[src/rtl/tmds_word_aligner.sv]
// rtl/tmds_word_aligner.sv - TMDS 10-bit symbol boundary recovery with lock tracking
module tmds_word_aligner #(
   parameter int LOCK_RUN       = 8,
   parameter int SEARCH_TIMEOUT = 4096,
   parameter int LOSS_TIMEOUT   = 4096
) (
   input  logic       clk,
   input  logic       rst,
   input  logic [9:0] tmds_in,
   output logic [9:0] tmds_out,
   output logic       locked,
   output logic [3:0] offset
);

   localparam int TMAX = (SEARCH_TIMEOUT > LOSS_TIMEOUT) ? SEARCH_TIMEOUT : LOSS_TIMEOUT;
   localparam int TW   = $clog2(TMAX) + 1;
   localparam int RW   = $clog2(LOCK_RUN + 1);

   typedef enum logic [1:0] {
      S_SEARCH = 2'd0,
      S_SLIP   = 2'd1,
      S_LOCKED = 2'd2
   } state_t;

   state_t          r_state, w_state_nxt;
   logic [9:0]      r_prev;
   logic [9:0]      r_out;
   logic [3:0]      r_offset, w_offset_nxt;
   logic [TW-1:0]   r_timer, w_timer_nxt;
   logic [RW-1:0]   r_run, w_run_nxt;
   logic            r_slip, w_slip_nxt;

   // The top bit of the current word is only ever needed one cycle later, via r_prev.
   logic [18:0]     w_cat;
   logic [9:0]      w_win;
   logic            w_hit;
   logic [3:0]      w_offset_inc;

   assign w_cat        = {tmds_in[8:0], r_prev};
   assign w_offset_inc = (r_offset == 4'd9) ? 4'd0 : r_offset + 4'd1;

   always_comb begin
      w_win = w_cat[9:0];
      case (r_offset)
         4'd0:    w_win = w_cat[9:0];
         4'd1:    w_win = w_cat[10:1];
         4'd2:    w_win = w_cat[11:2];
         4'd3:    w_win = w_cat[12:3];
         4'd4:    w_win = w_cat[13:4];
         4'd5:    w_win = w_cat[14:5];
         4'd6:    w_win = w_cat[15:6];
         4'd7:    w_win = w_cat[16:7];
         4'd8:    w_win = w_cat[17:8];
         4'd9:    w_win = w_cat[18:9];
         default: w_win = w_cat[9:0];
      endcase
   end

   assign w_hit = (r_out == 10'b1101010100) || (r_out == 10'b0010101011) ||
                  (r_out == 10'b0101010100) || (r_out == 10'b1010101011);

   always_comb begin
      w_state_nxt  = r_state;
      w_offset_nxt = r_offset;
      w_timer_nxt  = r_timer;
      w_slip_nxt   = 1'b0;
      if (!w_hit) begin
         w_run_nxt = '0;
      end else if (r_run == RW'(LOCK_RUN)) begin
         w_run_nxt = r_run;
      end else begin
         w_run_nxt = r_run + 1'b1;
      end

      case (r_state)
         S_SEARCH: begin
            w_timer_nxt = r_timer + 1'b1;
            if (w_hit && (r_run == RW'(LOCK_RUN - 1))) begin
               w_state_nxt = S_LOCKED;
               w_timer_nxt = '0;
            end else if (r_timer == TW'(SEARCH_TIMEOUT - 1)) begin
               w_state_nxt  = S_SLIP;
               w_timer_nxt  = '0;
               w_offset_nxt = w_offset_inc;
            end
         end
         S_SLIP: begin
            // Words still in flight from the old offset must not count toward a run.
            w_run_nxt   = '0;
            w_timer_nxt = '0;
            w_slip_nxt  = ~r_slip;
            if (r_slip) begin
               w_state_nxt = S_SEARCH;
            end
         end
         S_LOCKED: begin
            if (!w_hit && (r_timer == TW'(LOSS_TIMEOUT - 1))) begin
               w_state_nxt  = S_SLIP;
               w_timer_nxt  = '0;
               w_offset_nxt = w_offset_inc;
            end else if (w_hit) begin
               w_timer_nxt = '0;
            end else begin
               w_timer_nxt = r_timer + 1'b1;
            end
         end
         default: begin
            w_state_nxt = S_SEARCH;
         end
      endcase
   end

   always_ff @(posedge clk) begin
      if (rst) begin
         r_state  <= S_SEARCH;
         r_prev   <= '0;
         r_out    <= '0;
         r_offset <= '0;
         r_timer  <= '0;
         r_run    <= '0;
         r_slip   <= 1'b0;
      end else begin
         r_state  <= w_state_nxt;
         r_prev   <= tmds_in;
         r_out    <= w_win;
         r_offset <= w_offset_nxt;
         r_timer  <= w_timer_nxt;
         r_run    <= w_run_nxt;
         r_slip   <= w_slip_nxt;
      end
   end

   assign tmds_out = r_out;
   assign locked   = (r_state == S_LOCKED);
   assign offset   = r_offset;

endmodule
[config.mk]
export PLATFORM = sky130hd
export DESIGN_NAME = tmds_word_aligner
export DESIGN_NICKNAME = d
export VERILOG_FILES = /design/src/rtl/tmds_word_aligner.sv
export SDC_FILE = /design/constraint.sdc
export NUM_CORES = 1
export LEC_CHECK = 0
export ABC_CLOCK_PERIOD_IN_PS = 1990
export BUFFER_PORTS_ARGS = -buffer_cell sky130_fd_sc_hd__buf_4
export CORE_MARGIN = 5
export CORE_UTILIZATION = 42
export CTS_BUF_LIST = sky130_fd_sc_hd__clkbuf_4
export DETAILED_ROUTE_END_ITERATION = 16
export PLACE_DENSITY = 0.58
export SLEW_MARGIN = 20
export SYNTH_ARGS = -nofsm -noshare
export SYNTH_HDL_FRONTEND = slang
export SYNTH_SLANG_ARGS = --single-unit
[constraint.sdc]
create_clock -name clk -period 1.99 [get_ports clk]
set_input_delay 0.398 -clock clk [delete_from_list [all_inputs] [get_ports clk]]
set_output_delay 0.398 -clock clk [all_outputs]
set_load 0.03 [all_outputs]
==> reports/metrics.yaml, run 1 <==
cts:
  htree_levels: 2
  cts_made_buffers: 5
  clk-insertion-delay-late_ns: 0.37
  clk_pin_slew_worst_paths_ns: 0.14
  clkSinkCount: 44
  post_cts_buffers: 0
  clk_path_buf_depth: 2
  cts-root-buf: "clkbuf_4"
  hold_buffers: 0
  cts_tree: "done"
setup_path:
  critical-path-slowest-cell: "dfxtp_1"
  critical-path-top-delay-family: "simple AND/OR/NAND/NOR gates"
  start_kind: "flip-flop"
  critPathKind: "reg2reg"
  worst-path-buf-inv: 0
  reg2reg_depth: 6
  r2r_setup_slack_ns: 0.14
  timing.rr.start: "r_timer[0]"
  crit_required_ns: 2.27
  rr_endpoint: "offset[2]"
  crit_arrival_ns: 2.13
  endpoint_kind: "flip-flop"
  crit_path_max_fanout: 6
  slowest_delay_ns: 0.42
  crit_chain: "ha_1, nand3_1, nor4_2, and3b_2, a311oi_1, a41o_1"
logic_synthesis:
  synthCells: 342
  synth_warnings: 0
  yosysUniqueCellTypes: 69
  yosysTopAreaCell: "dfxtp_1"
  yosys.area.top_type_share_pct: 30.2
  syn-cell-area_sq_um: 2920
  yosys-top-cells-area: "dfxtp_1 (30%), nor2b_1 (3.9%), mux2i_1 (3.8%)"
  ys_seq_area_share_pct: 30.2
  ys_seq_elements: 44
  ys_async_sr_fraction_pct: 0
  syn-num-nets: 361
  syn_avg_cell_area_sq_um: 8.54
  synth_edf_count: 0
  synthFlopType: "dfxtp_1"
global_routing:
  grt_usage_pct: 18.7
  grt_max_degree: 45
  grt_overflow: 0
  grt_antenna_before_repair: 0
  grt_pass1_wl_um: 12900
  grt_pass1_vias: 2527
detailed_routing:
  routedWlPerCell_um: 17.4
  drcViolationCount: 0
  via_count: 2720
  ant_nets: 0
  avgViaCountPerCell: 5.93
  dr.pass1.iters: 4
  routed_wl_um: 7970
  drtIter0Drc: 177
power:
  seq_power_share_pct: 61.5
  power_frac_comb_pct: 9.6
  ir_worst_vdd_v: 0.000220
  p_per_area_nw_per_um2: 460
  leakagePower_nw: 1.19
  swShare_pct: 27.9
  power.internal_mw: 1.10
  p_clk_share_pct: 28.8
  switchingPower_uw: 425
place:
  dpl.hpwl_um: 5660
  gp_congestion: 0.926
  port_buffers: 26
  place_inst: 452
  dp_slack_ns: 0.122
final_layout:
  diodes: 0
  num-fill-cells: 655
  final_cells: 459
  fin_nets: 382
  drive_gt1_share_pct: 22.3
  area_delta_synth_final_pct: 13.5
floorplanning:
  start_util_pct: 43.0
  die_area_sq_um: 8720
  fp.coreArea_sq_um: 6790
  io-pin-count: 27
  fp-row-count: 30
  die_h_um: 93.4
  die_x_um: 93.4
sta:
  tightest_slew_ns: 0.531
  timing.hold.ws_ns: 0.248
  setup_viol: 0
  postLayoutSetupSlackWorst_ns: 0.137
  rsz0062_at_grt: "no"
  hold_violations: 0
  fin_crit_sh_pct: 93.1
  fin_tns_setup_ns: 0
  fin_crit_ns: 1.85
  slew_violations: 0
  timing.fmax_ghz: 0.540
  skew_ns: 0.0218
  slew_headroom_pct: 64.6
worst_hold_path:
  min_path_cells: 2
  min_path_type: "in2reg"
  worstHoldStart: "tmds_in[7]"
  min_to: "r_prev[7]"
outcome:
  status: "completed"
job:
  drv_cap: 0
## how the worst max path moves through the flow
| stage | start | endpoint | cells past startpoint |
|---|---|---|---|
| final | r_timer[0] | offset[2] | 6 |
| after CTS | r_timer[0] | offset[2] | 6 |
| after global placement | r_timer[0] | offset[2] | 6 |
| after floorplan | tmds_out[5] | r_timer[10] | 6 |
| after global routing | r_timer[0] | offset[2] | 6 |
| after detailed placement | r_timer[0] | offset[2] | 6 |
## synthesized netlist by cell type (9+ instances only)
master	count
dfxtp_1	44
nor2_1	22
nand2_1	21
a21oi_1	19
o21ai_0	19
nor2b_1	18
clkbuf_1	15
mux2i_1	11
inv_1	10
nor3_2	10
a211oi_1	9
buf_2	9
## power groups by stage
stage               registers [mW]  clock network [mW]  logic [mW]
global placement             0.957                   0       0.146
global route                 0.941               0.503       0.157
CTS                          0.937               0.454       0.148
finish                       0.938               0.439       0.147
floorplan                    0.961                   0      0.0767
detailed placement           0.957                   0       0.147
## layer usage
metal / up-vias / global-route usage, % / wire, um
li1: 1303 / - / -
met1: 1303 / 24.8 / 3630
met2: 99 / 30.6 / 3780
met3: 15 / 3.14 / 438
met4: 0 / 6.72 / 116
met5: - / 0 / 0
## per-stage QoR
stage / util (%) / total power [mW] / area [sq um]
floorplan: - / 1.04 / 2920
global placement: 48.0 / 1.10 / 3260
detailed placement: 48.0 / 1.10 / 3260
CTS: 48.7 / 1.54 / 3310
global route: 48.8 / 1.60 / 3310
finish: 48.8 / 1.52 / 3310
## placed cells by master (no fill, tap or decap), types with 4 or more instances in the layout
cell type  instances
mux2_2             6
nand3_1            7
a211oi_1           9
nand2b_1           4
a311oi_1           5
xor2_1             8
xnor2_1            5
nand2_1           21
clkbuf_4           5
ha_1               7
o21ai_0           19
inv_1             10
mux2i_1           11
nor4_1             7
a21oi_1           19
a31oi_1            4
dfxtp_1           44
nor3_1             8
nor2b_1           18
nor2_1            22
a22oi_1            6
nor3_2            10
buf_4             40
## worst register-to-register path: stages, from the launching register on
cell and delay (ns):
dfxtp_1 0.42, ha_1 0.22, nand3_1 0.15, nor4_2 0.35, and3b_2 0.30, a311oi_1 0.11, a41o_1 0.23
## kinds of logic after synthesis
group / count (synthesis) / share of synthesized area (%)
flip-flops: 44 / 30.2
AO/OA/AOI/OAI: 97 / 23.4
buffers and inverters: 42 / 6.43
AND/OR/NAND/NOR: 120 / 25.5
XOR/XNOR: 13 / 3.90
adder cells (fa/ha/maj): 7 / 3.00
multiplexers: 19 / 7.63
## repair_timing
action | CTS | global route
endpoints found under the hold margin | 0 | 0
resized for setup | 0 | 1
endpoints found under the setup margin | 0 | 2
## final cells by class
class	instances	area, sq um	share of cell area (%)
timing repair buffer	43	360	10.9
clock buffer	5	37.5	1.13
tap	96	120	3.63
sequential	44	881	26.6
multi-input combinational	256	1850	55.9
clock inverter	2	12.5	0.378
inverter	13	48.8	1.47
## registers in the layout, summed over array words and instances, names as in the netlist
signal    cells
offset        4
r_prev       10
r_run         4
r_slip        1
r_state       2
r_timer      13
tmds_out     10
No activity file was read; power rests on OpenSTA's default activity.
==> inputs of run 2 (changes only) <==
--- a/config.mk
+++ b/config.mk
@@ -11,7 +11,7 @@
 export CORE_UTILIZATION = 42
 export CTS_BUF_LIST = sky130_fd_sc_hd__clkbuf_4
 export DETAILED_ROUTE_END_ITERATION = 16
-export PLACE_DENSITY = 0.58
+export PLACE_DENSITY_LB_ADDON = 0.2
 export SLEW_MARGIN = 20
 export SYNTH_ARGS = -nofsm -noshare
 export SYNTH_HDL_FRONTEND = slang
==> constraint.sdc (replaced) <==
create_clock -name clk -period 1.99 [get_ports clk]
set_input_delay 0.0995 -clock clk [delete_from_list [all_inputs] [get_ports clk]]
set_output_delay 0.0995 -clock clk [all_outputs]
set_load 0.03 [all_outputs]
==> reports/metrics.yaml, run 2 (synthesis results as in run 1) <==
setup_path:
  start_kind: "flip-flop"  # unchanged
  crit_chain: "nand4bb_4, nor4_4, o21ai_2, a31oi_2, buf_4, nor3_2"  # was ha_1, nand3_1, nor4_2, and3b_2, a311oi_1, a41o_1
  r2r_setup_slack_ns: 0.17  # was 0.14 ns
  critical-path-slowest-cell: "nor4_4"  # was dfxtp_1
  crit_required_ns: 2.24  # was 2.27 ns
  critPathKind: "reg2reg"  # unchanged
  rr_endpoint: "r_timer[1]"  # was offset[2]
  reg2reg_depth: 6  # unchanged
  timing.rr.start: "tmds_out[4]"  # was r_timer[0]
  slowest_delay_ns: 0.44  # was 0.42 ns
  crit_arrival_ns: 2.07  # was 2.13 ns
  endpoint_kind: "flip-flop"  # unchanged
  crit_path_max_fanout: 12  # was 6
power:
  ir_worst_vdd_v: 0.000225  # was 0.000220 V
  leakagePower_nw: 1.24  # was 1.19 nW
  p_per_area_nw_per_um2: 458  # was 460 nW/um^2
final_layout:
  top_register: "r_timer"  # unchanged
  area_delta_synth_final_pct: 16.4  # was 13.5%
  largest_reg_flops: 13  # unchanged
  drive_gt1_share_pct: 24.3  # was 22.3%
  fin_nets: 393  # was 382
  diodes: 0  # unchanged
  seq_area_sq_um: 883  # was 881 sq um
  layout_common_cells: "buf_4 (48), dfxtp_1 (42), nor2_1 (22)"  # was dfxtp_1 (44), buf_4 (40), nor2_1 (22)
  fin_area_sq_um: 3400  # was 3310 sq um
  num-fill-cells: 658  # was 655
  multi_input_area_sq_um: 1860  # was 1850 sq um
  mostFrequentLayoutCell: "buf_4"  # was dfxtp_1
  final_cells: 471  # was 459
global_routing:
  grt_antenna_before_repair: 0  # unchanged
  grt_pass1_wl_um: 13100  # was 12900 um
  grt_usage_pct: 18.7  # about the same
  grt_overflow: 0  # unchanged
  grt_pass1_vias: 2574  # was 2527
  grt_max_degree: 45  # unchanged
outcome:
  status: "completed"  # unchanged
sta:
  timing.fmax_ghz: 0.551  # was 0.540 GHz
  slew_headroom_pct: 63.1  # was 64.6%
  tightest_slew_ns: 0.554  # was 0.531 ns
  hold_violations: 0  # unchanged
  slew_violations: 0  # unchanged
  setup_viol: 0  # unchanged
  skew_ns: 0.0196  # was 0.0218 ns
  fin_crit_sh_pct: 91.3  # was 93.1%
  fin_tns_setup_ns: 0  # unchanged
  rsz0062_at_grt: "no"  # unchanged
  fin_crit_ns: 1.82  # was 1.85 ns
floorplanning:
  start_util_pct: 43.0  # unchanged
  die_h_um: 93.4  # unchanged
  fp.coreArea_sq_um: 6790  # unchanged
  fp-row-count: 30  # unchanged
  die_area_sq_um: 8720  # unchanged
  die_x_um: 93.4  # unchanged
  io-pin-count: 27  # unchanged
detailed_routing:
  ant_nets: 0  # unchanged
  drtIter0Drc: 219  # was 177
  drcViolationCount: 0  # unchanged
  avgViaCountPerCell: 5.74  # was 5.93
  via_count: 2704  # was 2720
  routedWlPerCell_um: 16.5  # was 17.4 um
  dr.pass1.iters: 5  # was 4
  routed_wl_um: 7770  # was 7970 um
cts:
  htree_levels: 2  # unchanged
  clk-insertion-delay-late_ns: 0.39  # was 0.37 ns
  cts-root-buf: "clkbuf_4"  # unchanged
  cts_made_buffers: 5  # unchanged
  clk_path_buf_depth: 2  # unchanged
  clk_pin_slew_worst_paths_ns: 0.13  # was 0.14 ns
  cts_tree: "done"  # unchanged
  clkSinkCount: 44  # unchanged
place:
  gp_congestion: 0.859  # was 0.926
  place_area_sq_um: 3260  # unchanged
  port_buffers: 26  # unchanged
  place_inst: 457  # was 452
  dpl.hpwl_um: 5500  # was 5660 um
worst_hold_path:
  min_path_cells: 2  # unchanged
  min_to: "r_prev[2]"  # was r_prev[7]
  worstHoldStart: "tmds_in[2]"  # was tmds_in[7]
  min_path_type: "in2reg"  # unchanged
job:
  drv_cap: 0  # unchanged
## run 2: cell count changes in the layout (fill, tap and decap cells not counted), moves of 2 or more
cell and change:
dlygate4sd3_1 +6, dfxtp_1 -2, buf_4 +8, buf_12 -3, dfxtp_2 +2
## run 2: worst max-delay path by stage
| stage | startpoint | end | slack [ns] | cells after the start |
|---|---|---|---|---|
| 6_report | tmds_out[4] | r_timer[1] | 0.17 | 6 |
| 5_1_grt | r_state[0] | offset[1] | 0.05 | 6 |
| 4_1_cts | r_timer[0] | offset[2] | 0.05 | 6 |
| 3_5_place_dp | r_timer[0] | offset[2] | 0.11 | 6 |
| 3_3_place_gp | r_timer[0] | offset[2] | 0.16 | 6 |
| 2_1_floorplan | tmds_out[5] | r_timer[10] | 0.20 | 6 |
## run 2: stage by stage
step | worst slack [ns] | power [mW] | hold WS (ns) | utilization (%)
final | 0.174 | 1.56 | 0.0106 | 50.0
after floorplan | 0.196 | 1.04 | 0.228 | -
after global routing | 0.0532 | 1.63 | 0.0137 | 50.0
after detailed placement | 0.113 | 1.10 | 0.315 | 48.0
after CTS | 0.0533 | 1.57 | 0.00420 | 49.8
after global placement | 0.159 | 1.10 | 0.313 | 48.0
## run 2: layer usage
layer / global-route usage [%] / routed length, um
met3: 5.63 / 553
met1: 27.5 / 3870
met5: 0 / 0
met2: 26.1 / 3260
met4: 5.25 / 84
## run 2: where the power goes
| part | switching (mW) | leakage [nW] | total [mW] | internal (mW) |
|---|---|---|---|---|
| Combinational | 0.0830 | 0.851 | 0.154 | 0.0713 |
| Sequential | 0.0320 | 0.360 | 0.938 | 0.906 |
| Clock | 0.326 | 0.0274 | 0.466 | 0.139 |
## run 2: repair_timing
action	in CTS	in global routing
hold endpoints to repair	6	0
endpoints found under the setup margin	0	5
hold buffers	6	0
resized for setup	0	5
setup buffers	0	0
## run 2: worst max-delay path: cells and delay by family (launching register included)
family          cells  cell delay, ns
simple gates        3            0.74
compound gates      2            0.35
buf+inv             1            0.25
flops               1            0.35
## run 2: layout make-up
cell class | instances | share of cell area, %
multi-input combinational | 256 | 54.9
sequential | 44 | 26.0
timing repair buffer | 54 | 12.4
tap | 96 | 3.53
inverter | 13 | 1.44
clock buffer | 5 | 1.10
clock inverter | 3 | 0.700
